===== src/rtl/fiber_pkg.sv =====
// -----------------------------------------------------------------------------
// fiber_pkg
// Shared definitions for the fiber cache request path: one-hot request-type
// encodings, the arbiter FSM state type and small request-type helpers.
// -----------------------------------------------------------------------------
package fiber_pkg;

  localparam logic [3:0] FETCH_REQ   = 4'b0001;
  localparam logic [3:0] READ_REQ    = 4'b0010;
  localparam logic [3:0] WRITE_REQ   = 4'b0100;
  localparam logic [3:0] CONSUME_REQ = 4'b1000;

  typedef enum logic {
    ST_IDLE  = 1'b0,
    ST_ISSUE = 1'b1
  } arb_state_t;

  // READ and CONSUME are the only request types the cache answers with data.
  function automatic logic is_rsp_type(input logic [3:0] t);
    return (t == READ_REQ) || (t == CONSUME_REQ);
  endfunction

  // A legal request type has exactly one bit set.
  function automatic logic is_onehot4(input logic [3:0] t);
    return (t != 4'b0000) && ((t & (t - 4'd1)) == 4'b0000);
  endfunction

endpackage


===== src/rtl/fiber_id_fifo.sv =====
// -----------------------------------------------------------------------------
// fiber_id_fifo
// Synchronous FIFO of requester IDs. One entry is reserved per granted
// data-returning request; the head names the PE that owns the next response.
//
// Ports:
//   i_clk      clock, rising edge
//   i_reset    asynchronous active-high reset (empties the FIFO)
//   i_push     write i_push_id (ignored when full and not popping)
//   i_push_id  requester ID to enqueue
//   i_pop      remove the head entry (ignored when empty)
//   o_head     ID at the head of the FIFO (valid when o_count != 0)
//   o_count    number of stored entries, 0..DEPTH
// -----------------------------------------------------------------------------
module fiber_id_fifo #(
  parameter int ID_W  = 2,
  parameter int DEPTH = 4,
  parameter int CNT_W = $clog2(DEPTH + 1)
) (
  input  logic             i_clk,
  input  logic             i_reset,
  input  logic             i_push,
  input  logic [ID_W-1:0]  i_push_id,
  input  logic             i_pop,
  output logic [ID_W-1:0]  o_head,
  output logic [CNT_W-1:0] o_count
);

  localparam int PTR_W = (DEPTH > 1) ? $clog2(DEPTH) : 1;

  logic [ID_W-1:0]  r_mem [DEPTH];
  logic [PTR_W-1:0] r_wr_ptr;
  logic [PTR_W-1:0] r_rd_ptr;
  logic [CNT_W-1:0] r_count;

  logic w_empty;
  logic w_full;
  logic w_do_push;
  logic w_do_pop;

  assign w_empty   = (r_count == '0);
  assign w_full    = (r_count == CNT_W'(DEPTH));
  assign w_do_pop  = i_pop && !w_empty;
  // A full FIFO still accepts a push in the cycle it is popped.
  assign w_do_push = i_push && (!w_full || w_do_pop);

  function automatic logic [PTR_W-1:0] ptr_inc(input logic [PTR_W-1:0] p);
    return (p == PTR_W'(DEPTH - 1)) ? '0 : p + 1'b1;
  endfunction

  // NOTE: the storage array has no reset; an entry is only read after it has
  // been written, and the pointers/count alone define what is valid.
  always_ff @(posedge i_clk) begin
    if (w_do_push) begin
      r_mem[r_wr_ptr] <= i_push_id;
    end
  end

  // NOTE: sequential state uses non-blocking assignments so every register
  // samples the pre-edge values regardless of statement order.
  always_ff @(posedge i_clk or posedge i_reset) begin
    if (i_reset) begin
      r_wr_ptr <= '0;
      r_rd_ptr <= '0;
      r_count  <= '0;
    end else begin
      if (w_do_push) r_wr_ptr <= ptr_inc(r_wr_ptr);
      if (w_do_pop)  r_rd_ptr <= ptr_inc(r_rd_ptr);
      case ({w_do_push, w_do_pop})
        2'b10:   r_count <= r_count + 1'b1;
        2'b01:   r_count <= r_count - 1'b1;
        default: r_count <= r_count;
      endcase
    end
  end

  assign o_head  = r_mem[r_rd_ptr];
  assign o_count = r_count;

endmodule


===== src/rtl/fiber_pe_arbiter.sv =====
// -----------------------------------------------------------------------------
// fiber_pe_arbiter
// Shares the single PE-side request port of one fiber cache between NUM_PE
// processing elements. Requests are granted round-robin and forwarded through
// a registered valid/ready handshake; returned data is steered back, in
// order, to the PE recorded in an ID FIFO at grant time.
//
// Ports:
//   i_clk, i_reset        clock / asynchronous active-high reset
//   i_pe_request_type     one-hot type per PE, PE k at [4k+3:4k]
//   i_pe_addr, i_pe_data  address / write data per PE
//   i_pe_valid            request valid per PE
//   o_pe_ready            one-cycle accept pulse to the granted PE
//   o_pe_rsp_data         response data, broadcast to all PEs
//   o_pe_rsp_valid        response valid, one-hot to the owning PE
//   i_pe_rsp_ready        response ready per PE
//   o_request_type, o_addr, o_data, o_type_valid / i_type_ready
//                         request handshake to the cache
//   i_rsp_data, i_rsp_valid / o_rsp_ready
//                         response handshake from the cache
//   o_err_illegal         one-cycle pulse when a non-one-hot request is dropped
// -----------------------------------------------------------------------------
module fiber_pe_arbiter
  import fiber_pkg::*;
#(
  parameter int NUM_PE     = 4,
  parameter int DATA_WIDTH = 16,
  parameter int ADDR_WIDTH = 64,
  parameter int RSP_DEPTH  = 4
) (
  input  logic                         i_clk,
  input  logic                         i_reset,
  input  logic [4*NUM_PE-1:0]          i_pe_request_type,
  input  logic [ADDR_WIDTH*NUM_PE-1:0] i_pe_addr,
  input  logic [DATA_WIDTH*NUM_PE-1:0] i_pe_data,
  input  logic [NUM_PE-1:0]            i_pe_valid,
  output logic [NUM_PE-1:0]            o_pe_ready,
  output logic [DATA_WIDTH-1:0]        o_pe_rsp_data,
  output logic [NUM_PE-1:0]            o_pe_rsp_valid,
  input  logic [NUM_PE-1:0]            i_pe_rsp_ready,
  output logic [3:0]                   o_request_type,
  output logic [ADDR_WIDTH-1:0]        o_addr,
  output logic [DATA_WIDTH-1:0]        o_data,
  output logic                         o_type_valid,
  input  logic                         i_type_ready,
  input  logic [DATA_WIDTH-1:0]        i_rsp_data,
  input  logic                         i_rsp_valid,
  output logic                         o_rsp_ready,
  output logic                         o_err_illegal
);

  localparam int ID_W  = (NUM_PE > 1) ? $clog2(NUM_PE) : 1;
  localparam int CNT_W = $clog2(RSP_DEPTH + 1);

  arb_state_t r_state;
  arb_state_t w_next_state;

  logic [ID_W-1:0]       r_rr_ptr;
  logic [ID_W-1:0]       r_winner;
  logic [3:0]            r_type;
  logic [ADDR_WIDTH-1:0] r_addr;
  logic [DATA_WIDTH-1:0] r_data;

  logic [NUM_PE-1:0]     w_elig;
  logic                  w_grant_valid;
  logic [ID_W-1:0]       w_grant_id;
  logic [3:0]            w_sel_type;
  logic [ADDR_WIDTH-1:0] w_sel_addr;
  logic [DATA_WIDTH-1:0] w_sel_data;
  logic                  w_sel_legal;
  logic                  w_grant_fire;

  logic [NUM_PE-1:0]     w_pe_ready;
  logic                  w_err;
  logic                  w_push;
  logic                  w_pop;
  logic [ID_W-1:0]       w_head;
  logic [CNT_W-1:0]      w_count;
  logic                  w_empty;
  logic                  w_full;
  logic [NUM_PE-1:0]     w_rsp_valid_vec;

  function automatic logic [ID_W-1:0] id_inc(input logic [ID_W-1:0] id);
    return (id == ID_W'(NUM_PE - 1)) ? '0 : id + 1'b1;
  endfunction

  assign w_empty = (w_count == '0);
  // Uses the registered count: a pop in this cycle does not free a slot
  // for a grant in the same cycle.
  assign w_full  = (w_count == CNT_W'(RSP_DEPTH));

  // A data-returning request is only eligible while a FIFO slot is free.
  always_comb begin
    for (int k = 0; k < NUM_PE; k++) begin
      w_elig[k] = i_pe_valid[k] &&
                  (!is_rsp_type(i_pe_request_type[4*k +: 4]) || !w_full);
    end
  end

  // Round-robin pick: first eligible PE at or after r_rr_ptr, wrapping.
  always_comb begin
    w_grant_valid = 1'b0;
    w_grant_id    = '0;
    for (int i = 0; i < NUM_PE; i++) begin
      if (!w_grant_valid && w_elig[(int'(r_rr_ptr) + i) % NUM_PE]) begin
        w_grant_valid = 1'b1;
        w_grant_id    = ID_W'((int'(r_rr_ptr) + i) % NUM_PE);
      end
    end
  end

  assign w_sel_type   = i_pe_request_type[4*int'(w_grant_id) +: 4];
  assign w_sel_addr   = i_pe_addr[ADDR_WIDTH*int'(w_grant_id) +: ADDR_WIDTH];
  assign w_sel_data   = i_pe_data[DATA_WIDTH*int'(w_grant_id) +: DATA_WIDTH];
  assign w_sel_legal  = is_onehot4(w_sel_type);
  assign w_grant_fire = (r_state == ST_IDLE) && w_grant_valid;

  // NOTE: every output of this block gets a default before the case so no
  // path leaves a signal unassigned and no latch is inferred.
  always_comb begin
    w_next_state = r_state;
    w_pe_ready   = '0;
    w_err        = 1'b0;
    w_push       = 1'b0;
    case (r_state)
      ST_IDLE: begin
        if (w_grant_valid) begin
          w_pe_ready[w_grant_id] = 1'b1;
          if (!w_sel_legal) begin
            w_err = 1'b1;
          end else begin
            w_push       = is_rsp_type(w_sel_type);
            w_next_state = ST_ISSUE;
          end
        end
      end
      ST_ISSUE: begin
        if (i_type_ready) w_next_state = ST_IDLE;
      end
      default: w_next_state = ST_IDLE;
    endcase
  end

  always_ff @(posedge i_clk or posedge i_reset) begin
    if (i_reset) begin
      r_state  <= ST_IDLE;
      r_rr_ptr <= '0;
      r_winner <= '0;
      r_type   <= '0;
      r_addr   <= '0;
      r_data   <= '0;
    end else begin
      r_state <= w_next_state;
      if (w_grant_fire) begin
        r_type   <= w_sel_type;
        r_addr   <= w_sel_addr;
        r_data   <= w_sel_data;
        r_winner <= w_grant_id;
        // A dropped illegal request still counts as a turn.
        if (!w_sel_legal) r_rr_ptr <= id_inc(w_grant_id);
      end
      if ((r_state == ST_ISSUE) && i_type_ready) begin
        r_rr_ptr <= id_inc(r_winner);
      end
    end
  end

  fiber_id_fifo #(
    .ID_W  (ID_W),
    .DEPTH (RSP_DEPTH),
    .CNT_W (CNT_W)
  ) u_id_fifo (
    .i_clk     (i_clk),
    .i_reset   (i_reset),
    .i_push    (w_push),
    .i_push_id (w_grant_id),
    .i_pop     (w_pop),
    .o_head    (w_head),
    .o_count   (w_count)
  );

  // Response steering is combinational from the FIFO head.
  always_comb begin
    w_rsp_valid_vec = '0;
    if (i_rsp_valid && !w_empty) w_rsp_valid_vec[w_head] = 1'b1;
  end

  assign o_rsp_ready    = !w_empty && i_pe_rsp_ready[w_head];
  assign w_pop          = i_rsp_valid && o_rsp_ready;
  assign o_pe_rsp_valid = w_rsp_valid_vec;
  assign o_pe_rsp_data  = i_rsp_data;

  // Accept pulses are combinational in IDLE; masking with reset keeps them
  // low while reset is held even if PEs are still requesting.
  assign o_pe_ready     = w_pe_ready & {NUM_PE{~i_reset}};
  assign o_err_illegal  = w_err & ~i_reset;

  assign o_type_valid   = (r_state == ST_ISSUE);
  assign o_request_type = r_type;
  assign o_addr         = r_addr;
  assign o_data         = r_data;

endmodule


===== config.mk =====
export PLATFORM = sky130hd
export DESIGN_NAME = fiber_pe_arbiter
export DESIGN_NICKNAME = d
export VERILOG_FILES = /design/src/rtl/fiber_pkg.sv /design/src/rtl/fiber_id_fifo.sv /design/src/rtl/fiber_pe_arbiter.sv
export SDC_FILE = /design/constraint.sdc
export NUM_CORES = 1
export LEC_CHECK = 0
export CORE_AREA = 2 2 185 187
export DETAILED_ROUTE_END_ITERATION = 8
export DIE_AREA = 0 0 187 189
export REMOVE_ABC_BUFFERS = 1
export SLEW_MARGIN = 20
export SYNTH_ARGS = -nofsm -noshare
export SYNTH_HDL_FRONTEND = slang
export SYNTH_HIERARCHICAL = 1
export SYNTH_SLANG_ARGS = --single-unit

===== constraint.sdc =====
create_clock -name i_clk -period 6.9 [get_ports i_clk]
set_clock_uncertainty 0.15 [all_clocks]
set_input_delay 0.69 -clock i_clk [delete_from_list [all_inputs] [get_ports i_clk]]
set_output_delay 0.69 -clock i_clk [all_outputs]
set_load 0.03 [all_outputs]

### Yosys cells after proc, flatten, opt, wreduce, memory -nomap -nowiden

Memories as Yosys holds them, arrays and structs flattened.
Index checks and enable logic that the tools add are counted.

* add/subtract/negate cells: 10
* order comparisons: 8
* equality and inequality tests: 18
* shift-type cells: 3
* multiplexer cells: 48
* bitwise logic cells: 8
* reductions and logical operators: 45

Operators with widths (number)
* $shiftx 256x9->64: 1
* $shiftx 64x7->16: 1
* $mux 1: 25
* $mux 2: 11
* $eq 4x2->1 const B: 5
* $eq 4x4->1 const B: 5
* $logic_and 1x1->1: 17
* $shiftx 16x5->4: 1
* $lt 3x4->1 const B: 3
* $mux 4: 3
* $add 2x1->2 const B: 5
* $bmux 1 s2: 5
* $eq 2x2->1 const B: 5
* $logic_or 1x1->1: 10
* $logic_not 1->1: 9
* $lt 2x3->1 const B: 3
* $and 4x4->4: 2
* $pmux 3 s2: 1
* $reduce_or 2->1: 3
* $add 2x2->2 const B: 2
* $demux 1 s2: 2
* $ge 2x1->1 const B: 2
* $logic_not 4->1: 1
* $reduce_bool 2->1: 2
* other kinds (13): 16

* register bits: 96
* memory bits (writable): 8
* output and inout bits: 111
* memories kept: 1

Memories
* u_id_fifo.r_mem: words 4, width 2, rd ports 1, clocked after memory_dff 0, wr ports 1, line fiber_id_fifo.sv:31 `logic [ID_W-1:0] r_mem [DEPTH];`

### Longest topological paths before layout

Gate-level depths: netlist (run 1).

* depth after elaboration: 28
* mapped depth: 16
* depth with buffers taken out: 15

### By module

The synthesis (run 1) kept the hierarchy.

Modules (own cells, without submodules)
* fiber_pe_arbiter: instances 1, cells an instance 1013, area each 6480.0 um^2, sequential area each 2227.1 um^2
* fiber_id_fifo: instances 1, cells an instance 63, area each 852.1 um^2, sequential area each 415.4 um^2

### Least setup slack after synthesis (run 1)

OpenSTA, ideal clock, no wires.

* path type: flip-flop to flip-flop
* start point: reg u_id_fifo.r_count[2], in the netlist u_id_fifo/o_count[2]
* end point: reg u_id_fifo.r_count[2], in the netlist u_id_fifo/o_count[2]
* arrival: 3.712 ns
* data required time: 6.611 ns
* path slack: 2.899 ns
* cell stages (with the launch flop): 15
* buffers on the path: 4
* period minus slack after synthesis: 4.001 ns
* cells stage by stage: dfrtp_1 or3b_4 o41ai_4 a41o_1 clkbuf_1 clkbuf_1 clkbuf_1 nor2_1 buf_6 nor2b_1 o21ai_0 fa_1 nor2_1 a221o_1 o221ai_1

* longest elaborated chain between the ends: 27
* elaborated cells between the ends (all ways): 60

RTL lines
* start, declared: line fiber_id_fifo.sv:34 `logic [CNT_W-1:0] r_count;`
* start signal, assigned: line fiber_id_fifo.sv:70 `2'b10: r_count <= r_count + 1'b1;`
* start signal, assigned: line fiber_id_fifo.sv:71 `2'b01: r_count <= r_count - 1'b1;`
* start signal, assigned: line fiber_id_fifo.sv:72 `default: r_count <= r_count;`
* $eq 3x3->1 (*): line fiber_pe_arbiter.sv:90 `assign w_full = (w_count == CNT_W'(RSP_DEPTH));`
* $logic_not 1->1 (*): line fiber_pe_arbiter.sv:96 `(!is_rsp_type(i_pe_request_type[4*k +: 4]) || !w_full);`
* $logic_or 1x1->1: line fiber_pe_arbiter.sv:96
* $logic_and 1x1->1: line fiber_pe_arbiter.sv:95 `w_elig[k] = i_pe_valid[k] &&`
* $bmux 1 s2: line fiber_pe_arbiter.sv:105 `if (!w_grant_valid && w_elig[(int'(r_rr_ptr) + i) % NUM_PE]) begin`
* $mux 1 (not written as such): line fiber_pe_arbiter.sv:105
* $mux 1: line fiber_pe_arbiter.sv:105
* $logic_not 1->1: line fiber_pe_arbiter.sv:105
* (+12 left out)
* $logic_and 1x1->1: line fiber_pkg.sv:25 `return (t != 4'b0000) && ((t & (t - 4'd1)) == 4'b0000);`
* $mux 1: line fiber_pe_arbiter.sv:129 `if (!w_sel_legal) begin`
* $mux 1 (*): line fiber_pe_arbiter.sv:127 `if (w_grant_valid) begin`
* $mux 1 (*): line fiber_pe_arbiter.sv:125 `case (r_state)`
* named net w_push: line fiber_pe_arbiter.sv:75 `logic w_push;`
* $logic_and 1x1->1 (*): line fiber_id_fifo.sv:45 `assign w_do_push = i_push && (!w_full || w_do_pop);`
* $eq 2x1->1 or $eq 2x2->1 (tied branches): line fiber_id_fifo.sv:69 `case ({w_do_push, w_do_pop})`
* $pmux 3 s2 or $reduce_bool 2->1 (tied branches)

The timed path passes the listed nets; every way through them passes the cells marked *. The select of a mux whose other input is x is not followed.
A chain may end at the register's enable or synchronous reset.

### Worst setup path after layout (run 1)

* start point: in i_pe_request_type[11]
* end point: out o_err_illegal

* longest elaborated chain between the ends: 26
* elaborated cells between the ends (all ways): 41

RTL lines
* start, declared: line fiber_pe_arbiter.sv:33 `input logic [4*NUM_PE-1:0] i_pe_request_type,`
* $eq 4x2->1 or $eq 4x4->1 (tied branches): line fiber_pkg.sv:20 `return (t == READ_REQ) || (t == CONSUME_REQ);`
* $logic_or 1x1->1: line fiber_pkg.sv:20
* $logic_not 1->1: line fiber_pe_arbiter.sv:96
* $logic_or 1x1->1: line fiber_pe_arbiter.sv:96
* $logic_and 1x1->1: line fiber_pe_arbiter.sv:95
* $bmux 1 s2: line fiber_pe_arbiter.sv:105
* $mux 1 (not written as such): line fiber_pe_arbiter.sv:105
* $mux 1: line fiber_pe_arbiter.sv:105
* (+10 left out)
* $sub 4x1->4: line fiber_pkg.sv:25
* $and 4x4->4: line fiber_pkg.sv:25
* $logic_not 4->1: line fiber_pkg.sv:25
* $logic_and 1x1->1: line fiber_pkg.sv:25
* $mux 1: line fiber_pe_arbiter.sv:129
* $mux 1 (*): line fiber_pe_arbiter.sv:127
* $mux 1 (*): line fiber_pe_arbiter.sv:125
* $and 1x1->1 (*): line fiber_pe_arbiter.sv:196 `assign o_err_illegal = w_err & ~i_reset;`
* end, declared: line fiber_pe_arbiter.sv:49 `output logic o_err_illegal`

Mark *: on every way between the ends. The rest lies on a longest branch, timed or not. The select of a mux whose other input is x is not followed.

==> run_results.csv, run 1 <==
group,metric,value,unit
routing,drt_pass1_iterations,4,
cells_and_area,multi_input_area,4180,µm²
run_status,status,"finished clean",
cts,hold_buffers,0,
min_path,hp-class,"register to register",
cts,h-tree-depth,3,
sta,finalHoldViolCount,0,
yosys,synth_flop_cell,"dfrtp_1",
placement,io_buffers,442,
cts,clk_latency,350,ps
yosys,netlist_instances,1076,
min_path,min_to,"o_addr[21]",
cells_and_area,regArea,2640,µm²
yosys,syn_avg_cell_area,6.81,µm²
global_route,grt_overflow_total,0,
routing,drt_iter0_drc,321,
power,p_int,2.37,mW
cts,root_buffer,"clkbuf_16",
routing,drcViolationCount,0,
global_route,grt_antenna_before_repair,0,
critical_path,crit_family,"compound AO/OA/AOI/OAI gates",
power,seq_power_share,23.5,%
power,switching_share,49.4,%
sta,rsz0062_at_grt,"no",
critical_path,cpMostUsedCell,"clkdlybuf4s50_1",
routing,num_vias,8279,
critical_path,critPathMaxStageDelay,700,ps
yosys,synth_edf_count,8,
critical_path,worst_r2r_endpoint,"u_id_fifo/o_count[1]",
global_route,grt_max_degree,91,
power,pwr_density_cell,384,nW/µm²
cells_and_area,final_net_count,1821,
critical_path,r2r-start,"u_id_fifo/o_count[2]",
global_route,grt_pass1_vias,8112,
power,ir_drop,0.223,mV
critical_path,cp_max_fo,8,
routing,post_drt_wl_per_cell,14.6,µm
sta,setup_viol,0,
placement,pre_cts_slack,1890,ps
yosys,synth_warnings,6,
cts,clock_path_buffers,2,
power,power.total,4.69,mW
critical_path,path_buf_inv,2,
floorplan,die-area,35300,µm²
min_path,hp-start,"o_addr[21]",
yosys,synth_area,7330,µm²
yosys,async_flop_share,92.3,%
floorplan,row_count,67,
cells_and_area,fillers,3577,
floorplan,coreArea,33300,µm²
power,p_sw,2.31,mW
routing,routed_wl,27800,µm
yosys,synth_cell_types,66,
sta,fin_crit_sh,72.6,%
cts,cts_tree,"built",
sta,final.min_clock_period,5010,ps
cts,cts.clk_slew.worst_paths,80,ps
power,power_frac_comb,65.7,%
sta,max_slew_margin,41.6,%
sta,drv_slew,0,
cells_and_area,final_util,36.7,%
floorplan,ios,475,
cells_and_area,drive_above_1_share,4.00,%
min_path,holdPathStages,2,
sta,hold_slack,328,ps
power,power.static_leakage,5.19,nW
cts,cts_made_buffers,9,
routing,drtAntennaViolNets,0,
critical_path,cp.required,6060,ps
critical_path,slowest_stage,"clkdlybuf4s50_1",
yosys,ys_ff_latch,104,
global_route,grt.total_usage,15.3,%
critical_path,worstRegToRegCells,14,
sta,worst_pin_slew,876,ps
placement,hpwl,21500,µm
critical_path,cp-start-kind,"primary input",
sta,timing.final.ws_setup,1890,ps
global_route,grt_pass1_wl,43600,µm
critical_path,crit_arrival,4170,ps
cts,post_cts_resized,0,
critical_path,critPathCaptureType,"output port",
yosys,seq_area_frac_synth,36.0,%
cts,cts_setup_buffers,0,
routing,viasPerCell,4.36,
floorplan,start_util,22.0,%
critical_path,critPathKind,"primary input to output port",
sta,fmax,200,MHz
critical_path,path_cells,"clkdlybuf4s50_1 -> xor2_1 -> a31oi_1 -> a311oi_2 -> nand3_1 -> and3_4 -> o211a_1 -> o211ai_2 -> and2_1 -> and3_1 -> clkdlybuf4s50_1",
floorplan,die_w,187,µm
critical_path,crit_cells,11,
floorplan,die_h,189,µm
flow_run,maxCapViolCount,0,
critical_path,r2r_slack,2210,ps
cts,clkSinkCount,104,
cells_and_area,diodes,0,
cells_and_area,area_growth,66.5,%
power,pwr-share-clk,10.8,%
placement,place.gp.congestion,0.854,
## flip-flops by register name (all words and copies together) (netlist names)
name / count
o_addr: 64
o_data: 16
o_request_type: 4
o_type_valid: 1
r_rr_ptr: 2
r_winner: 2
u_id_fifo/o_count: 3
u_id_fifo/r_mem: 8
u_id_fifo/r_rd_ptr: 2
u_id_fifo/r_wr_ptr: 2
## metal layers
metal	wire length [µm]	GRT usage, %
met3	1890	4.28
met5	0	0
met2	13600	26.2
met1	11700	18.9
met4	557	3.88
## how the worst max path moves through the flow
stage	from	end	slack, ps
after global routing	u_id_fifo/o_count[2]	o_err_illegal	1620
final	i_pe_request_type[11]	o_err_illegal	1890
after detailed placement	i_pe_request_type[9]	u_id_fifo/o_count[1]	1890
after global placement	i_pe_request_type[11]	o_err_illegal	1950
after CTS	u_id_fifo/o_count[2]	o_err_illegal	1870
after floorplan	i_pe_request_type[5]	o_pe_ready[2]	-4800
## cell families after synthesis
logic type,Yosys count,synth area share [%]
buf+inv,107,7.17
mux,8,1.77
fa+ha+maj,11,1.98
xor+xnor,6,0.717
compound gates,212,17.0
flops,104,36.0
simple gates,628,35.3
## cell usage in the layout (no fill, tap or decap), types with 8 or more instances in the layout
cell / netlist / final
and3_1: 8 / 8
clkbuf_16: 0 / 9
clkdlybuf4s50_1: 0 / 442
dfrtp_1: 96 / 96
edfxtp_1: 8 / 8
ha_1: 10 / 10
inv_1: 15 / 14
nand2_1: 491 / 491
nand3_1: 93 / 93
nor2_1: 10 / 9
o21ai_0: 165 / 165
o21ai_1: 11 / 11
## power by group through the flow
stage	Sequential [mW]	Clock (mW)	Combinational (mW)
2_1_floorplan	1.61	0	1.46
3_3_place_gp	1.10	0	3.11
3_5_place_dp	1.12	0	3.14
4_1_cts	1.11	0.536	3.15
5_1_grt	1.15	0.560	3.41
6_report	1.10	0.504	3.08
## cells in the mapped netlist, types with 3 or more instances
cell type / instances / area, µm²
edfxtp_1: 8 / 240
dfrtp_1: 96 / 2400
clkbuf_1: 45 / 169
inv_1: 15 / 56.3
and2_2: 4 / 30.0
ha_1: 10 / 125
buf_2: 20 / 100
mux4_2: 3 / 67.6
xor2_1: 4 / 35.0
nand3_1: 93 / 465
and3_1: 8 / 50.1
buf_4: 16 / 120
o21ai_1: 11 / 55.1
nor2_1: 10 / 37.5
nor2b_1: 3 / 18.8
a31oi_1: 4 / 25.0
buf_1: 5 / 18.8
nand2_1: 491 / 1840
buf_6: 3 / 33.8
o21ai_0: 165 / 826
## tightest hold or removal path, cell delays in order, from the launching register on
cell,delay [ps]
dfrtp_1,340
nand2_1,40
o21ai_0,60
## final cells by class
class	count	area share [%]
repair buffers	449	36.7
multi-input cells	865	34.3
flip-flops and latches	104	21.6
well taps	448	4.59
clock buffers	9	1.84
inverters	17	0.564
clock inverters	7	0.430
## metrics by stage
step                      area [µm²]  TNS, ps  instances
after floorplan                 6870  -344520        986
after global placement         11900        0       1883
after detailed placement       11900        0       1883
after CTS                      12200        0       1899
after global routing           12200        0       1899
final                          12200        0       1899
Power figures use the tool's default switching activity.
==> run 2: changes to the inputs <==
==> constraint.sdc (replaced) <==
create_clock -name i_clk -period 5.1 [get_ports i_clk]
set_clock_uncertainty 0.15 [all_clocks]
set_input_delay 0.51 -clock i_clk [delete_from_list [all_inputs] [get_ports i_clk]]
set_output_delay 0.51 -clock i_clk [all_outputs]
set_load 0.03 [all_outputs]
==> run 2 against run 1 <==
Clock power rose by 51%. Wire length increased by 0.78%. Register-to-register slack worse by 1500 ps. Via count about the same. Sequential share of layout area shrank 0.13 points. Final area grew 0.58%. Utilization increased by 0.21 points. Worst setup slack got worse by 1200 ps. Final cell count up 0.11%. Critical endpoint is now u_id_fifo/o_count[2].
==> run_results.csv, run 2 (same netlist as run 1, synthesis figures left out) <==
group,metric,value,unit
run_status,status,"finished clean",
floorplan,row_count,67,
floorplan,die-area,35300,µm²
cells_and_area,fillers,3511,
critical_path,critPathKind,"register to register",
routing,drt_pass1_iterations,4,
cts,clkSinkCount,104,
critical_path,cp-start-kind,"register",
cells_and_area,drive_above_1_share,4.20,%
cts,cts_setup_buffers,0,
cts,clk_latency,350,ps
global_route,grt_overflow_total,0,
cts,cts_tree,"built",
critical_path,slowest_stage,"o41ai_2",
floorplan,start_util,22.0,%
routing,routed_wl,28000,µm
power,power.static_leakage,5.22,nW
cts,cts.clk_slew.worst_paths,80,ps
routing,drt_iter0_drc,333,
cts,root_buffer,"clkbuf_16",
critical_path,crit_arrival,4440,ps
critical_path,cp_max_fo,10,
cells_and_area,area_growth,67.5,%
routing,viasPerCell,4.36,
flow_run,maxCapViolCount,0,
global_route,met3_usage,4.08,%
power,pwr_density_cell,525,nW/µm²
cells_and_area,layout_commonest_cell,"nand2_1",
cts,hold_buffers,0,
sta,fin_crit_sh,85.8,%
power,ir_drop,0.360,mV
cts,h-tree-depth,3,
cts,post_cts_resized,0,
routing,num_vias,8284,
routing,drtAntennaViolNets,0,
global_route,grt.total_usage,15.4,%
cells_and_area,final_net_count,1823,
critical_path,critPathCaptureType,"register",
sta,worst_pin_slew,906,ps
min_path,hp-class,"register to register",
global_route,grt.busiest_layer,"met2",
sta,max_slew_margin,39.6,%
floorplan,ios,475,
placement,place.gp.congestion,0.845,
global_route,grt_antenna_before_repair,0,
sta,rsz0062_at_grt,"no",
critical_path,critPathMaxStageDelay,570,ps
floorplan,die_w,187,µm
routing,post_drt_wl_per_cell,14.7,µm
routing,drcViolationCount,0,
placement,io_buffers,442,
cells_and_area,largest_reg_flops,64,
sta,setup_viol,0,
global_route,grtUsageMet1,18.9,%
critical_path,cp.required,5170,ps
global_route,grt_pass1_wl,43800,µm
floorplan,coreArea,33300,µm²
sta,fmax,229,MHz
cts,clock_path_buffers,2,
sta,hold_slack,329,ps
global_route,met2_usage,26.7,%
cells_and_area,diodes,0,
global_route,grt_max_degree,162,
cts,cts_made_buffers,9,
cells_and_area,layout_common_cells,"nand2_1 (491), clkdlybuf4s50_1 (441), o21ai_0 (165)",
sta,finalHoldViolCount,0,
sta,drv_slew,0,
placement,hpwl,21400,µm
sta,fin_setup_tns,0,ps
sta,final.min_clock_period,4380,ps
critical_path,path_cells,"or3b_4 -> o41ai_2 -> o21a_1 -> o21ai_0 -> and3_4 -> o211a_1 -> o211ai_2 -> nor2_1 -> nor2b_1 -> o21ai_0 -> fa_1 -> nor2_1 -> a221o_1 -> o221ai_1",
global_route,grt_pass1_vias,8108,
floorplan,die_h,189,µm
[run 2: cell count changes in the layout (fill, tap and decap cells not counted)]
| cell | delta |
|---|---|
| bufinv_16 | +1 |
| buf_12 | +1 |
| clkdlybuf4s50_1 | -1 |
| buf_4 | +2 |
| clkinv_8 | +2 |
| clkinv_2 | -3 |
| clkinvlp_4 | +1 |
| clkinv_4 | -1 |
[run 2: path summary, 6_finish.rpt]
kind,start,end,slack (ps),cells past startpoint
min in group asynchronous,i_reset,u_id_fifo/r_rd_ptr[0],340,2
hold / removal,o_addr[21],o_addr[21],330,2
max in group asynchronous,i_reset,o_request_type[3],3160,3
setup reg to reg,u_id_fifo/o_count[2],u_id_fifo/o_count[2],720,14
hold reg to reg,o_addr[21],o_addr[21],330,2
setup / recovery,u_id_fifo/o_count[2],u_id_fifo/o_count[2],720,14
[run 2: cell type report]
type	instances	area [µm²]	share of cell area, %
inverter	17	68.8	0.560
clock buffer	9	225	1.83
tap	448	561	4.56
sequential	104	2640	21.5
clock inverter	7	98.8	0.805
timing repair buffer	451	4500	36.7
multi-input combinational	865	4180	34.1
[run 2: worst max-delay path, delay by kind of cell (launching register included)]
kind                     cells  cell delay, ps
AO/OA/AOI/OAI                8            2010
adder cells (fa/ha/maj)      1             450
AND/OR/NAND/NOR              5            1150
flip-flops                   1             490
[run 2: per-stage QoR]
| stage | worst slack [ps] | instances | power (mW) | area, µm² | utilization (%) |
|---|---|---|---|---|---|
| after floorplan | -6290 | 986 | 4.15 | 6870 | - |
| final | 724 | 1901 | 6.45 | 12300 | 36.9 |
| after global placement | 665 | 1885 | 5.72 | 12000 | 35.9 |
| after global routing | 302 | 1901 | 7.02 | 12300 | 36.9 |
| after CTS | 721 | 1901 | 6.56 | 12300 | 36.9 |
| after detailed placement | 547 | 1885 | 5.77 | 12000 | 35.9 |
[run 2: layer usage]
layer  routed length [µm]  vias to the layer above
li1                     -                     4281
met1                12000                     3672
met2                13700                      301
met3                 1770                       30
met4                  573                        0
met5                    0                        -
[run 2: power by group]
part	internal, mW	total (mW)	switching [mW]
clock	0.397	0.761	0.364
combinational	1.63	4.19	2.56
sequential	1.25	1.50	0.245
==> run 3: changes to the inputs <==
--- a/config.mk
+++ b/config.mk
@@ -8,7 +8,6 @@
 export CORE_AREA = 2 2 185 187
 export DETAILED_ROUTE_END_ITERATION = 8
 export DIE_AREA = 0 0 187 189
-export REMOVE_ABC_BUFFERS = 1
 export SLEW_MARGIN = 20
 export SYNTH_ARGS = -nofsm -noshare
 export SYNTH_HDL_FRONTEND = slang
==> run 3 against run 2 <==
Worst setup slack worse by 360 ps. Largest power group unchanged. Via count rose by 0.94%. Critical path type is now register to output port. Die area did not move.
==> run_results.csv, run 3 (same netlist as run 1, synthesis figures left out) <==
group,metric,value,unit
critical_path,r2r_slack,660,ps
routing,drt_pass1_iterations,5,
cells_and_area,final_util,36.8,%
placement,pre_cts_slack,582,ps
global_route,grt_max_degree,97,
global_route,grt_overflow_total,0,
run_status,status,"finished clean",
routing,viasPerCell,4.40,
critical_path,cp.required,4440,ps
global_route,grt.total_usage,16.2,%
routing,drtAntennaViolNets,0,
cells_and_area,diodes,0,
floorplan,row_count,67,
sta,hold_slack,329,ps
cells_and_area,postLayoutCellArea,12300,µm²
placement,place_area,12000,µm²
sta,worst_pin_slew,917,ps
cells_and_area,fillers,3538,
sta,drv_slew,0,
sta,fin_setup_tns,0,ps
routing,post_drt_wl_per_cell,15.7,µm
floorplan,die-area,35300,µm²
cells_and_area,layout_commonest_cell,"nand2_1",
sta,final.min_clock_period,4730,ps
floorplan,coreArea,33300,µm²
sta,fmax,211,MHz
floorplan,die_w,187,µm
cts,clkSinkCount,104,
floorplan,start_util,22.0,%
cts,h-tree-depth,3,
routing,routed_wl,29800,µm
cells_and_area,largest_reg_flops,64,
sta,setup_viol,0,
cells_and_area,area_growth,67.2,%
power,power.static_leakage,5.21,nW
floorplan,ios,475,
global_route,grt_antenna_before_repair,1,
cells_and_area,layout_common_cells,"nand2_1 (491), clkdlybuf4s50_1 (441), o21ai_0 (165)",
sta,max_slew_margin,38.9,%
critical_path,crit_arrival,4070,ps
routing,num_vias,8362,
critical_path,cp_max_fo,79,
global_route,grt_pass1_wl,45100,µm
power,pwr_density_cell,529,nW/µm²
placement,hpwl,23500,µm
critical_path,critPathCaptureType,"output port",
yosys,syn_nets,1451,
cts,hold_buffers,0,
placement,place.gp.congestion,0.845,
global_route,grt_pass1_vias,8200,
floorplan,die_h,189,µm
cts,cts_tree,"built",
critical_path,critPathKind,"register to output port",
min_path,hp-class,"register to register",
cts,cts_setup_buffers,0,
cells_and_area,drive_above_1_share,4.20,%
cts,clock_path_buffers,2,
power,ir_drop,0.294,mV
critical_path,cp-start-kind,"register",
flow_run,maxCapViolCount,0,
cts,cts_made_buffers,9,
routing,drcViolationCount,0,
cts,cts.clk_slew.worst_paths,70,ps
sta,finalHoldViolCount,0,
cts,clk_latency,350,ps
cts,root_buffer,"clkbuf_16",
cts,post_cts_resized,0,
cells_and_area,final_net_count,1825,
sta,rsz0062_at_grt,"no",
routing,drt_iter0_drc,336,
sta,timing.final.ws_setup,365,ps
placement,io_buffers,442,
sta,fin_crit_sh,92.8,%
## run 3: changes by cell type in the layout (fill, tap and decap cells not counted), sizes merged
cell and delta:
inv -2, buf +2, clkinv +1, clkinvlp -1, clkbuf +1
## run 3: path summary, 6_finish.rpt
kind                                       from                    end  cells past startpoint
max in group asynchronous               i_reset             o_addr[21]                      3
min                                  o_addr[21]             o_addr[21]                      2
min reg2reg                          o_addr[21]             o_addr[21]                      2
max reg2reg                u_id_fifo/o_count[2]   u_id_fifo/o_count[2]                     15
max                        u_id_fifo/o_count[2]          o_pe_ready[2]                      8
min in group asynchronous               i_reset  u_id_fifo/r_rd_ptr[0]                      2
## run 3: final cells by class
cell class              instances  area, µm²  share of cell area, %
clock inverters                 5       57.6                  0.469
inverters                      17       71.3                  0.582
clock buffers                  10        229                   1.87
flip-flops and latches        104       2640                   21.6
multi-input cells             865       4180                   34.1
well taps                     448        561                   4.57
repair buffers                453       4520                   36.8
## run 3: power breakdown
part	internal, mW	switching (mW)
sequential	1.25	0.242
clock	0.380	0.327
combinational	1.64	2.64
## run 3: worst max-delay path, cell delays in order, from the launching register on
cell and delay [ps]:
dfrtp_1 500, or3b_4 460, o41ai_4 560, o221a_2 300, o22a_4 220, buf_4 590, ha_1 260, and3_1 140
clkdlybuf4s50_1 680
## run 3: routing by layer
metal	GRT usage, %	vias up	part of all wire [%]	wire, µm
met5	0	-	0	0
met4	4.79	0	2.1	625
met3	3.97	32	6.8	2010
met2	29.0	323	49	14500
met1	19.0	3719	42	12600
li1	-	4288	-	-
## run 3: per-stage QoR
stage | cells | power (mW)
finish | 1902 | 6.48
global route | 1902 | 7.01
CTS | 1902 | 6.58
detailed placement | 1887 | 5.85
global placement | 1887 | 5.79
floorplan | 1076 | 4.18
